[src/rtl/riscv_pkg.sv]
// Shared RISC-V definitions: store funct3 encodings,
// store FSM states and the default datapath width.
package riscv_pkg;

  localparam int XLEN = 32;

  localparam logic [2:0] FUNCT3_SB = 3'b000;
  localparam logic [2:0] FUNCT3_SH = 3'b001;
  localparam logic [2:0] FUNCT3_SW = 3'b010;

  typedef enum logic [1:0] {
    IDLE,
    REQ,
    WAIT_ACK
  } store_state_t;

endpackage

[src/rtl/store_lane_align.sv]
// Byte-lane replication and write strobe for SB/SH/SW.
// STORE_MISALIGN_TRAP_EN enables the misalign flag.
module store_lane_align
  import riscv_pkg::*;
(
  input  logic [2:0]      funct3,
  input  logic [1:0]      ea_lo,
  input  logic [XLEN-1:0] rs2_val,
  output logic [XLEN-1:0] wdata,
  output logic [3:0]      wstrb,
  output logic            illegal,
  output logic            misalign
);

  always_comb begin
    wdata    = '0;
    wstrb    = '0;
    illegal  = 1'b0;
    misalign = 1'b0;
    unique case (1'b1)
      (funct3 == FUNCT3_SB): begin
        wdata = {4{rs2_val[7:0]}};
        wstrb = 4'b0001 << ea_lo;
      end
      (funct3 == FUNCT3_SH): begin
        wdata    = {2{rs2_val[15:0]}};
        wstrb    = ea_lo[1] ? 4'b1100 : 4'b0011;
        misalign = ea_lo[0];
      end
      (funct3 == FUNCT3_SW): begin
        wdata    = rs2_val;
        wstrb    = 4'b1111;
        misalign = |ea_lo;
      end
      default: illegal = 1'b1;
    endcase
`ifndef STORE_MISALIGN_TRAP_EN
    misalign = 1'b0;
`endif
  end

endmodule

[src/rtl/store_unit.sv]
// S-type store execution with req/gnt/ack memory port.
// STORE_MISALIGN_TRAP_EN traps misaligned SH/SW stores.
module store_unit #(
  parameter int XLEN = riscv_pkg::XLEN
) (
  input  logic            clk,
  input  logic            rst_n,
  input  logic            st_valid,
  output logic            st_ready,
  input  logic [6:0]      imm_s_msb,
  input  logic [4:0]      imm_s_lsb,
  input  logic [2:0]      funct3,
  input  logic [XLEN-1:0] rs1_val,
  input  logic [XLEN-1:0] rs2_val,
  output logic            mem_req,
  output logic [XLEN-1:0] mem_addr,
  output logic [XLEN-1:0] mem_wdata,
  output logic [3:0]      mem_wstrb,
  input  logic            mem_gnt,
  input  logic            mem_ack,
  output logic            st_done,
  output logic            st_illegal,
  output logic            st_misalign
);

  import riscv_pkg::*;

  store_state_t state, state_nxt;

  logic [XLEN-1:0] imm;
  logic [XLEN-1:0] ea;
  logic [XLEN-1:0] al_wdata;
  logic [3:0]      al_wstrb;
  logic            al_illegal;
  logic            al_misalign;
  logic            accept;
  logic            done_nxt;
  logic            ill_nxt;
  logic            mis_nxt;

  assign imm = {{(XLEN-12){imm_s_msb[6]}}, imm_s_msb, imm_s_lsb};
  assign ea  = rs1_val + imm;

  store_lane_align u_align (
    .funct3   (funct3),
    .ea_lo    (ea[1:0]),
    .rs2_val  (rs2_val),
    .wdata    (al_wdata),
    .wstrb    (al_wstrb),
    .illegal  (al_illegal),
    .misalign (al_misalign)
  );

  always_ff @(posedge clk or negedge rst_n) begin
    if (!rst_n) state <= IDLE;
    else        state <= state_nxt;
  end

  always_comb begin
    state_nxt = state;
    st_ready  = 1'b0;
    mem_req   = 1'b0;
    accept    = 1'b0;
    done_nxt  = 1'b0;
    ill_nxt   = 1'b0;
    mis_nxt   = 1'b0;
    unique case (state)
      IDLE: begin
        st_ready = 1'b1;
        if (st_valid) begin
          if (al_illegal)       ill_nxt = 1'b1;
          else if (al_misalign) mis_nxt = 1'b1;
          else begin
            accept    = 1'b1;
            state_nxt = REQ;
          end
        end
      end
      REQ: begin
        mem_req = 1'b1;
        if (mem_gnt) begin
          if (mem_ack) begin
            done_nxt  = 1'b1;
            state_nxt = IDLE;
          end else begin
            state_nxt = WAIT_ACK;
          end
        end
      end
      WAIT_ACK: begin
        if (mem_ack) begin
          done_nxt  = 1'b1;
          state_nxt = IDLE;
        end
      end
      default: state_nxt = IDLE;
    endcase
  end

  // Request payload is captured once at accept and held to retire
  always_ff @(posedge clk or negedge rst_n) begin
    if (!rst_n) begin
      mem_addr    <= '0;
      mem_wdata   <= '0;
      mem_wstrb   <= '0;
      st_done     <= 1'b0;
      st_illegal  <= 1'b0;
      st_misalign <= 1'b0;
    end else begin
      if (accept) begin
        mem_addr  <= {ea[XLEN-1:2], 2'b00};
        mem_wdata <= al_wdata;
        mem_wstrb <= al_wstrb;
      end
      st_done     <= done_nxt;
      st_illegal  <= ill_nxt;
      st_misalign <= mis_nxt;
    end
  end

endmodule

[config.mk]
export PLATFORM = sky130hd
export DESIGN_NAME = store_unit
export DESIGN_NICKNAME = d
export VERILOG_FILES = /design/src/rtl/riscv_pkg.sv /design/src/rtl/store_lane_align.sv /design/src/rtl/store_unit.sv
export SDC_FILE = /design/constraint.sdc
export NUM_CORES = 1
export LEC_CHECK = 0
export ABC_CLOCK_PERIOD_IN_PS = 2300
export BUFFER_PORTS_ARGS = -buffer_cell sky130_fd_sc_hd__buf_2
export CORE_ASPECT_RATIO = 0.75
export CORE_MARGIN = 1.5
export CORE_UTILIZATION = 50
export DETAILED_ROUTE_END_ITERATION = 10
export PLACE_DENSITY = 0.78
export SETUP_SLACK_MARGIN = 0.5
export SYNTH_ARGS = -nofsm -noshare
export SYNTH_HDL_FRONTEND = slang
export SYNTH_SLANG_ARGS = --single-unit
[constraint.sdc]
create_clock -name clk -period 2.3 [get_ports clk]
set_clock_uncertainty 0.2 [all_clocks]
set_input_delay 0.345 -clock clk [delete_from_list [all_inputs] [get_ports clk]]
set_output_delay 0.345 -clock clk [all_outputs]
set_load 0.005 [all_outputs]
==> summary.txt, run 1 <==
Layout
  • Register Area: about 1800 um2
  • FILL cells: 565
  • Commonest non-fill, non-tap cells in the layout: 148 x buf_2, 99 x buf_4, 93 x nand2_1, 70 x dfrtp_1, 63 x nor2_1
  • ANT cells: 0
  • Layout cells sized above 1: 45.3%
  • Util after Layout: 83.3%
  • Final nets: 949
  • Multi-input gate area: 3450 um2
  • Area grow syn2layout: 60.4%
  • Leading cell type in the layout, fill and taps excluded: buf_2
  • Non-Filler Instances: 963

Timing
  • Final setup viols: 1
  • FMAX: 0.431 GHz
  • Max_slew headroom: 51.3%
  • Crit share post-route: 101%
  • Fin. max-slew vios: 0
  • Post-layout min period: roughly 2.3 ns
  • Final hold slack: 0.0552 ns
  • Final Hold Viols: 0
  • Slew @ Worst Pin: 0.727 ns
  • Unrepaired setup endpoints after global routing: yes
  • Worst setup margin: -0.0187 ns

Route
  • Final ANT Viol Nets: 0
  • Initial DRC count: 458
  • DRC viols: 0
  • Via/cell ratio: 5.84
  • Routed wire per std cell: 18.5 um
  • WL final: 17900 um
  • Via count: 5620
  • First-pass DRT Iterations: 5

Logic synthesis
  • Post-synth EDFFs: 0
  • Seq/Total Area, Yosys: 37.0%
  • #FFs+latches synth: 70
  • Distinct cells, synth: 56
  • Syn. warnings: 0
  • Area of the mapped netlist: about 4700 um2
  • Main flop type after synthesis: dfrtp_1
  • Average size of a mapped cell: roughly 8.2 um2
  • Ys async rst share: 100%
  • Mapped Cells: 575

Clock network
  • Num CTS Buffers: 9
  • Worst-skew pair later-pin latency: 0.33 ns
  • Clock Tree Buf Depth: 2
  • CTS Sinks: 70
  • CTS tree: yes
  • Clk pin slew, worst setup/hold paths: 0.06 ns
  • Root Buffer: clkbuf_16
  • H-tree depth: 3

Run status
  • Status: finished with violations
  • Failing checks: setup timing

Floorplan
  • Io pins: 157
  • Initial Util: 51.9%
  • Rows: 30
  • Die width: around 120 um
  • Die Ht: 87.3 um
  • Core ar.: 9120 um2
  • Die area: 10100 um2

Placement
  • Placed insts: 928
  • Pre-CTS setup slack: -0.406 ns
  • Placer Congestion: 0.939
  • Port bufs: roughly 150
  • Post-detail-place hpwl: roughly 12000 um

Power and ir drop
  • Tot Pwr: roughly 6700 uW
  • Pwr/cell area: 883 nW/um2
  • Peak VDD IR: 0.000542 V
  • Lkg Pwr: around 0.0037 uW

GRT
  • Initial antenna violation count: 1
  • Global-route wire length before repair: 26100 um
  • GRT Overall Usage: 33.2%
  • Vias in the first global route: 5344
  • Largest net degree at the start of global routing: 71
  • Gr ovfl total: 0

Worst setup path
  • Req. time, crit path: roughly 2.3 ns
  • Arrival time worst endpoint: 2.33 ns
  • Crit-path max FO: 5
  • R2r setup slk: 0.56 ns
  • CP startpoint kind: primary input
  • Critical path class: in -> reg
  • CP Capture Type: register

Flow run
  • MaxCap Viol Count: 0

Worst hold path
  • Tightest Hold Check Type: in -> reg
-- what timing repair did --
action                                  4_1_cts  5_1_grt
endpoints found under the setup margin       50       50
buffers inserted                              4       12
hold buffers                                  1        0
hold endpoints to repair                     70        0
gates cloned                                  1        1
pin swaps                                    38       33
resized for setup                            71       52
-- worst max-delay path: stages --
cell and delay (ns):
buf_6 0.10, buf_6 0.11, ha_4 0.24, a211oi_4 0.20
o21a_1 0.23, nor4_2 0.07, buf_4 0.16, o211ai_1 0.35
and2_4 0.25, a211o_1 0.17, nand3_1 0.11
-- cells by family after synthesis --
| group | synth area share (%) |
|---|---|
| AO/OA/AOI/OAI | 24.1 |
| XOR/XNOR | 4.81 |
| adder cells (fa/ha/maj) | 9.41 |
| buffers and inverters | 3.70 |
| flip-flops | 37.0 |
| multiplexers | 1.90 |
| other | 0.0792 |
| AND/OR/NAND/NOR | 19.0 |
-- flip-flops by register name (all words and copies together), names as in the netlist --
name and flops:
mem_addr 30, mem_wdata 32, mem_wstrb 4, st_done 1, st_illegal 1, state 2
-- metal layers --
layer / wire, um / up-vias / part of all wire [%] / global-route usage (%)
met1: 7110 / 2667 / 40 / 44.6
met4: 634 / 2 / 3.6 / 11.7
met3: 1500 / 73 / 8.4 / 6.19
met2: 8600 / 324 / 48 / 54.0
li1: - / 2554 / - / -
met5: 13 / - / 0.073 / 0
-- final timing paths --
path                              start      endpoint  cells past startpoint
min in group asynchronous         rst_n  mem_addr[12]                      3
max                        imm_s_lsb[1]  mem_addr[23]                     11
max in group asynchronous         rst_n  mem_addr[26]                      3
min reg2reg                mem_wstrb[1]  mem_wstrb[1]                      2
min                             mem_ack       st_done                      3
max reg2reg                    state[0]  mem_addr[31]                      7
-- per-stage QoR --
stage,setup TNS [ns],area [um2]
finish,-0.0187,7590
floorplan,-0.160,4920
global route,-0.236,7590
detailed placement,-5.46,6500
CTS,0,7230
global placement,-4.42,6500
-- cell usage after synthesis, types with 2 or more instances --
master	instances	share of area, %
nand2_1	95	7.5
dfrtp_1	70	37
nor2_1	70	5.5
o21ai_0	58	6.1
a21oi_1	53	5.6
ha_1	34	9.0
clkbuf_1	21	1.7
a221oi_1	17	3.1
inv_1	14	1.1
xnor2_1	13	2.4
xor2_1	13	2.4
a21o_1	12	1.9
nand3_1	10	1.1
mux2i_1	9	1.9
nand4_1	8	1.1
o31ai_1	6	0.95
nand2b_1	5	0.66
nor3_1	5	0.53
o21a_1	4	0.63
and2_1	3	0.40
and3_1	3	0.40
buf_1	3	0.24
buf_4	3	0.48
nor2b_1	3	0.40
o211ai_1	3	0.48
o21ai_1	3	0.32
o21bai_1	3	0.48
a211o_1	2	0.37
a31oi_1	2	0.26
a41oi_1	2	0.37
buf_2	2	0.21
o31a_1	2	0.37
-- power breakdown --
part,total (uW),internal (uW),switching (uW)
clock network,1660,1090,572
registers,2150,1820,335
logic,2890,1390,1500
total,6700,4300,2400
-- final cells by class --
type                            instances  area share [%]
Inverter                               14           0.692
Multi-Input combinational cell        464            45.5
Clock buffer                           11            3.20
Clock inverter                          5            1.40
Sequential cell                        70            23.1
Tap cell                              128            2.11
Timing Repair Buffer                  271            24.1
(Power assumes the default switching activity.)
==> run 2: changes to the inputs <==
ABC_AREA = 1   (was not set)
PLACE_DENSITY = 0.77   (was 0.78)
TNS_END_PERCENT = 100   (was not set)
==> summary.txt, run 2 <==
Run status
  • Status: complete, no violations (was finished with violations)

Placement
  • Placer Congestion: 0.958 (was 0.939)
  • Post-detail-place hpwl: 12000 um (about the same)
  • Placed insts: 1115 (was 928)
  • Port bufs: 153 (unchanged)
  • Dpl cell area: 6380 um2 (was 6500 um2)
  • Pre-CTS setup slack: -0.0641 ns (was -0.406 ns)

Logic synthesis
  • #FFs+latches synth: 70 (unchanged)
  • Main flop type after synthesis: dfrtp_1 (unchanged)
  • Synth cell count leaders: 339 x nand2_1, 124 x inv_1, 70 x dfrtp_1 (was 95 x nand2_1, 70 x dfrtp_1, 70 x nor2_1)
  • Seq/Total Area, Yosys: 33.2% (was 37.0%)
  • Distinct cells, synth: 35 (was 56)
  • Post-synth EDFFs: 0 (unchanged)
  • Largest cells by area after synthesis: dfrtp_1 33%, nand2_1 24%, inv_1 8.8% (was dfrtp_1 37%, ha_1 9.0%, nand2_1 7.5%)
  • Mapped Cells: 817 (was 575)
  • Ys async rst share: 100% (unchanged)
  • Area of the mapped netlist: 5280 um2 (was 4730 um2)
  • Largest area contributor in the netlist: dfrtp_1 (unchanged)
  • Average size of a mapped cell: 6.47 um2 (was 8.23 um2)
  • Yosys top cell area share: 33.2% (was 37.0%)
  • Most frequent cell after synthesis: nand2_1 (unchanged)
  • Syn. warnings: 0 (unchanged)

Layout
  • Final nets: 1129 (was 949)
  • FILL cells: 867 (was 565)
  • Largest Register: mem_wdata (unchanged)
  • Non-Filler Instances: 1151 (was 963)
  • Util after Layout: 73.0% (was 83.3%)
  • Leading cell type in the layout, fill and taps excluded: nand2_1 (was buf_2)
  • Area grow syn2layout: 42.2% (was 60.4%)
  • Commonest non-fill, non-tap cells in the layout: 319 x nand2_1, 151 x buf_2, 119 x inv_1, 70 x dfrtp_1, 52 x nor2_1 (was 148 x buf_2, 99 x buf_4, 93 x nand2_1, 70 x dfrtp_1, 63 x nor2_1)
  • Max reg flops: 32 (unchanged)
  • Post-route design area: 7510 um2 (was 7590 um2)
  • Top Registers: mem_wdata (32), mem_addr (30), mem_wstrb (4) (unchanged)
  • Layout cells sized above 1: 30.5% (was 45.3%)
  • ANT cells: 0 (unchanged)

Timing
  • Worst setup margin: 0.508 ns (was -0.0187 ns)
  • Max_slew headroom: 56.1% (was 51.3%)
  • FMAX: 0.558 GHz (was 0.431 GHz)
  • Slew @ Worst Pin: 0.658 ns (was 0.727 ns)
  • Final Hold Viols: 0 (unchanged)
  • Fin. max-slew vios: 0 (unchanged)
  • Unrepaired setup endpoints after global routing: yes (unchanged)
  • Final setup viols: 0 (was 1)
  • Crit share post-route: 77.9% (was 101%)
  • Post-layout min period: 1.79 ns (was 2.32 ns)

Route
  • Routed wire per std cell: 14.9 um (was 18.5 um)
  • Via/cell ratio: 5.19 (was 5.84)
  • WL final: 17100 um (was 17900 um)
  • Initial DRC count: 380 (was 458)
  • Via count: 5970 (was 5620)
  • First-pass DRT Iterations: 5 (unchanged)
  • DRC viols: 0 (unchanged)
  • Final ANT Viol Nets: 0 (unchanged)

Clock network
  • Root Buffer: clkbuf_16 (unchanged)
  • Clock Tree Buf Depth: 2 (unchanged)
  • Worst-skew pair later-pin latency: 0.33 ns (about the same)
  • CTS tree: yes (unchanged)
  • CTS Sinks: 70 (unchanged)
  • Num CTS Buffers: 9 (unchanged)
  • H-tree depth: 3 (unchanged)
  • Clk pin slew, worst setup/hold paths: 0.06 ns (about the same)

Worst setup path
  • Crit-path slowest cell: fa_2 (was o211ai_1)
  • Max incr delay on CP: 0.36 ns (was 0.35 ns)
  • Req. time, crit path: 2.32 ns (was 2.31 ns)
  • CP Capture Type: register (unchanged)
  • Delay-heaviest family, CP: simple AND/OR/NAND/NOR gates (was compound AO/OA/AOI/OAI gates)
  • CP cell instances: buf_2 -> ha_4 -> inv_2 -> fa_2 -> inv_2 -> nand3_2 -> nand3_4 -> nand3_2 -> nand3_4 -> nand2_1 -> nand2_1 -> nand2_1 -> nand3_2 -> nand2_1 (was buf_6 -> buf_6 -> ha_4 -> a211oi_4 -> o21a_1 -> nor4_2 -> buf_4 -> o211ai_1 -> and2_4 -> a211o_1 -> nand3_1)
  • Arrival time worst endpoint: 1.81 ns (was 2.33 ns)
  • Most frequent CP cell: nand2_1 (was buf_6)
  • Critical path class: in -> reg (unchanged)
  • Crit-path max FO: 3 (was 5)
  • Buf+Inv Stages, Crit Path: 3 (unchanged)
  • CP startpoint kind: primary input (unchanged)

GRT
  • Largest net degree at the start of global routing: 65 (was 71)
  • Initial antenna violation count: 0 (was 1)
  • Gr ovfl total: 0 (unchanged)
  • GRT Overall Usage: 27.8% (was 33.2%)
  • Vias in the first global route: 5055 (was 5344)
  • Global-route wire length before repair: 24600 um (was 26100 um)

Floorplan
  • Rows: 32 (was 30)
  • Io pins: 157 (unchanged)
  • Core ar.: 10300 um2 (was 9120 um2)
  • Die width: 122 um (was 115 um)
  • Die area: 11200 um2 (was 10100 um2)
  • Initial Util: 51.3% (was 51.9%)
  • Die Ht: 92.0 um (was 87.3 um)

Power and ir drop
  • Lkg Pwr: 0.00411 uW (was 0.00369 uW)
  • Pwr/cell area: 869 nW/um2 (was 883 nW/um2)
  • Peak VDD IR: 0.000585 V (was 0.000542 V)

Worst hold path
  • Tightest Hold Check Type: in -> reg (unchanged)

Flow run
  • MaxCap Viol Count: 0 (unchanged)
==> run 2: logic make-up after synthesis <==
group	after synthesis	synth area share, %
buf+inv	144	11.2
flops	70	33.2
other cells	1	0.0710
simple gates	469	35.5
fa+ha+maj	35	8.43
xor+xnor	15	2.49
compound gates	83	9.12
==> run 2: stage by stage <==
| step | TNS [ns] | power (uW) | hold slack, ns |
|---|---|---|---|
| finish | 0 | 6530 | 0.0666 |
| global route | 0 | 6970 | 0.0719 |
| CTS | 0 | 6220 | 0.0437 |
| detailed placement | -0.362 | 4570 | 0.199 |
| global placement | -0.194 | 4510 | 0.201 |
| floorplan | 0 | 3460 | -0.151 |
==> run 2: final timing paths <==
path / slack (ns) / from / to / depth (start not counted)
worst max-delay path: 0.51 / imm_s_lsb[0] / mem_addr[20] / 14
worst min-delay path: 0.07 / mem_ack / st_done / 3
worst max register to register: 0.59 / state[1] / mem_wdata[23] / 8
worst min register to register: 0.27 / mem_addr[29] / mem_addr[29] / 2
max in group asynchronous: 0.89 / rst_n / mem_wdata[27] / 3
min in group asynchronous: 0.39 / rst_n / mem_addr[14] / 2
==> run 2: repair_timing <==
item / 4_1_cts / 5_1_grt
buffers inserted: 2 / 10
hold buffers: 1 / 0
hold endpoints to repair: 23 / 0
cloned: 0 / 7
resized for setup: 20 / 87
endpoints found under the setup margin: 56 / 62
pin swaps: 3 / 10
==> run 2: per-layer routing <==
metal / track usage, % / up-vias / wire, um
li1: - / 2948 / -
met1: 41.7 / 2769 / 8060
met2: 41.6 / 225 / 7680
met3: 4.17 / 28 / 1080
met4: 7.35 / 0 / 304
met5: 0 / - / 0
==> run 2: power by group <==
group	leakage [uW]	total, uW	internal [uW]	switching, uW
sequential	0.000860	2180	1830	350
combinational	0.00308	2760	1280	1490
clock	0.000165	1580	1050	530
total	0.00411	6530	4160	2370
==> run 2: final cells by class <==
class	instances	area, um2	area share (%)
Clock buffer	9	225	3.00
Clock inverter	7	113	1.50
Inverter	126	502	6.68
Multi-Input combinational cell	607	3540	47.1
Sequential cell	70	1750	23.3
Tap cell	136	170	2.27
Timing Repair Buffer	194	1180	15.7
Timing Repair inverter	2	27.5	0.366
==> run 2: worst min-delay path, delay by kind of cell <==
family,cells,cell delay [ns]
buffers and inverters,1,0.11
and+or+nand+nor,2,0.10
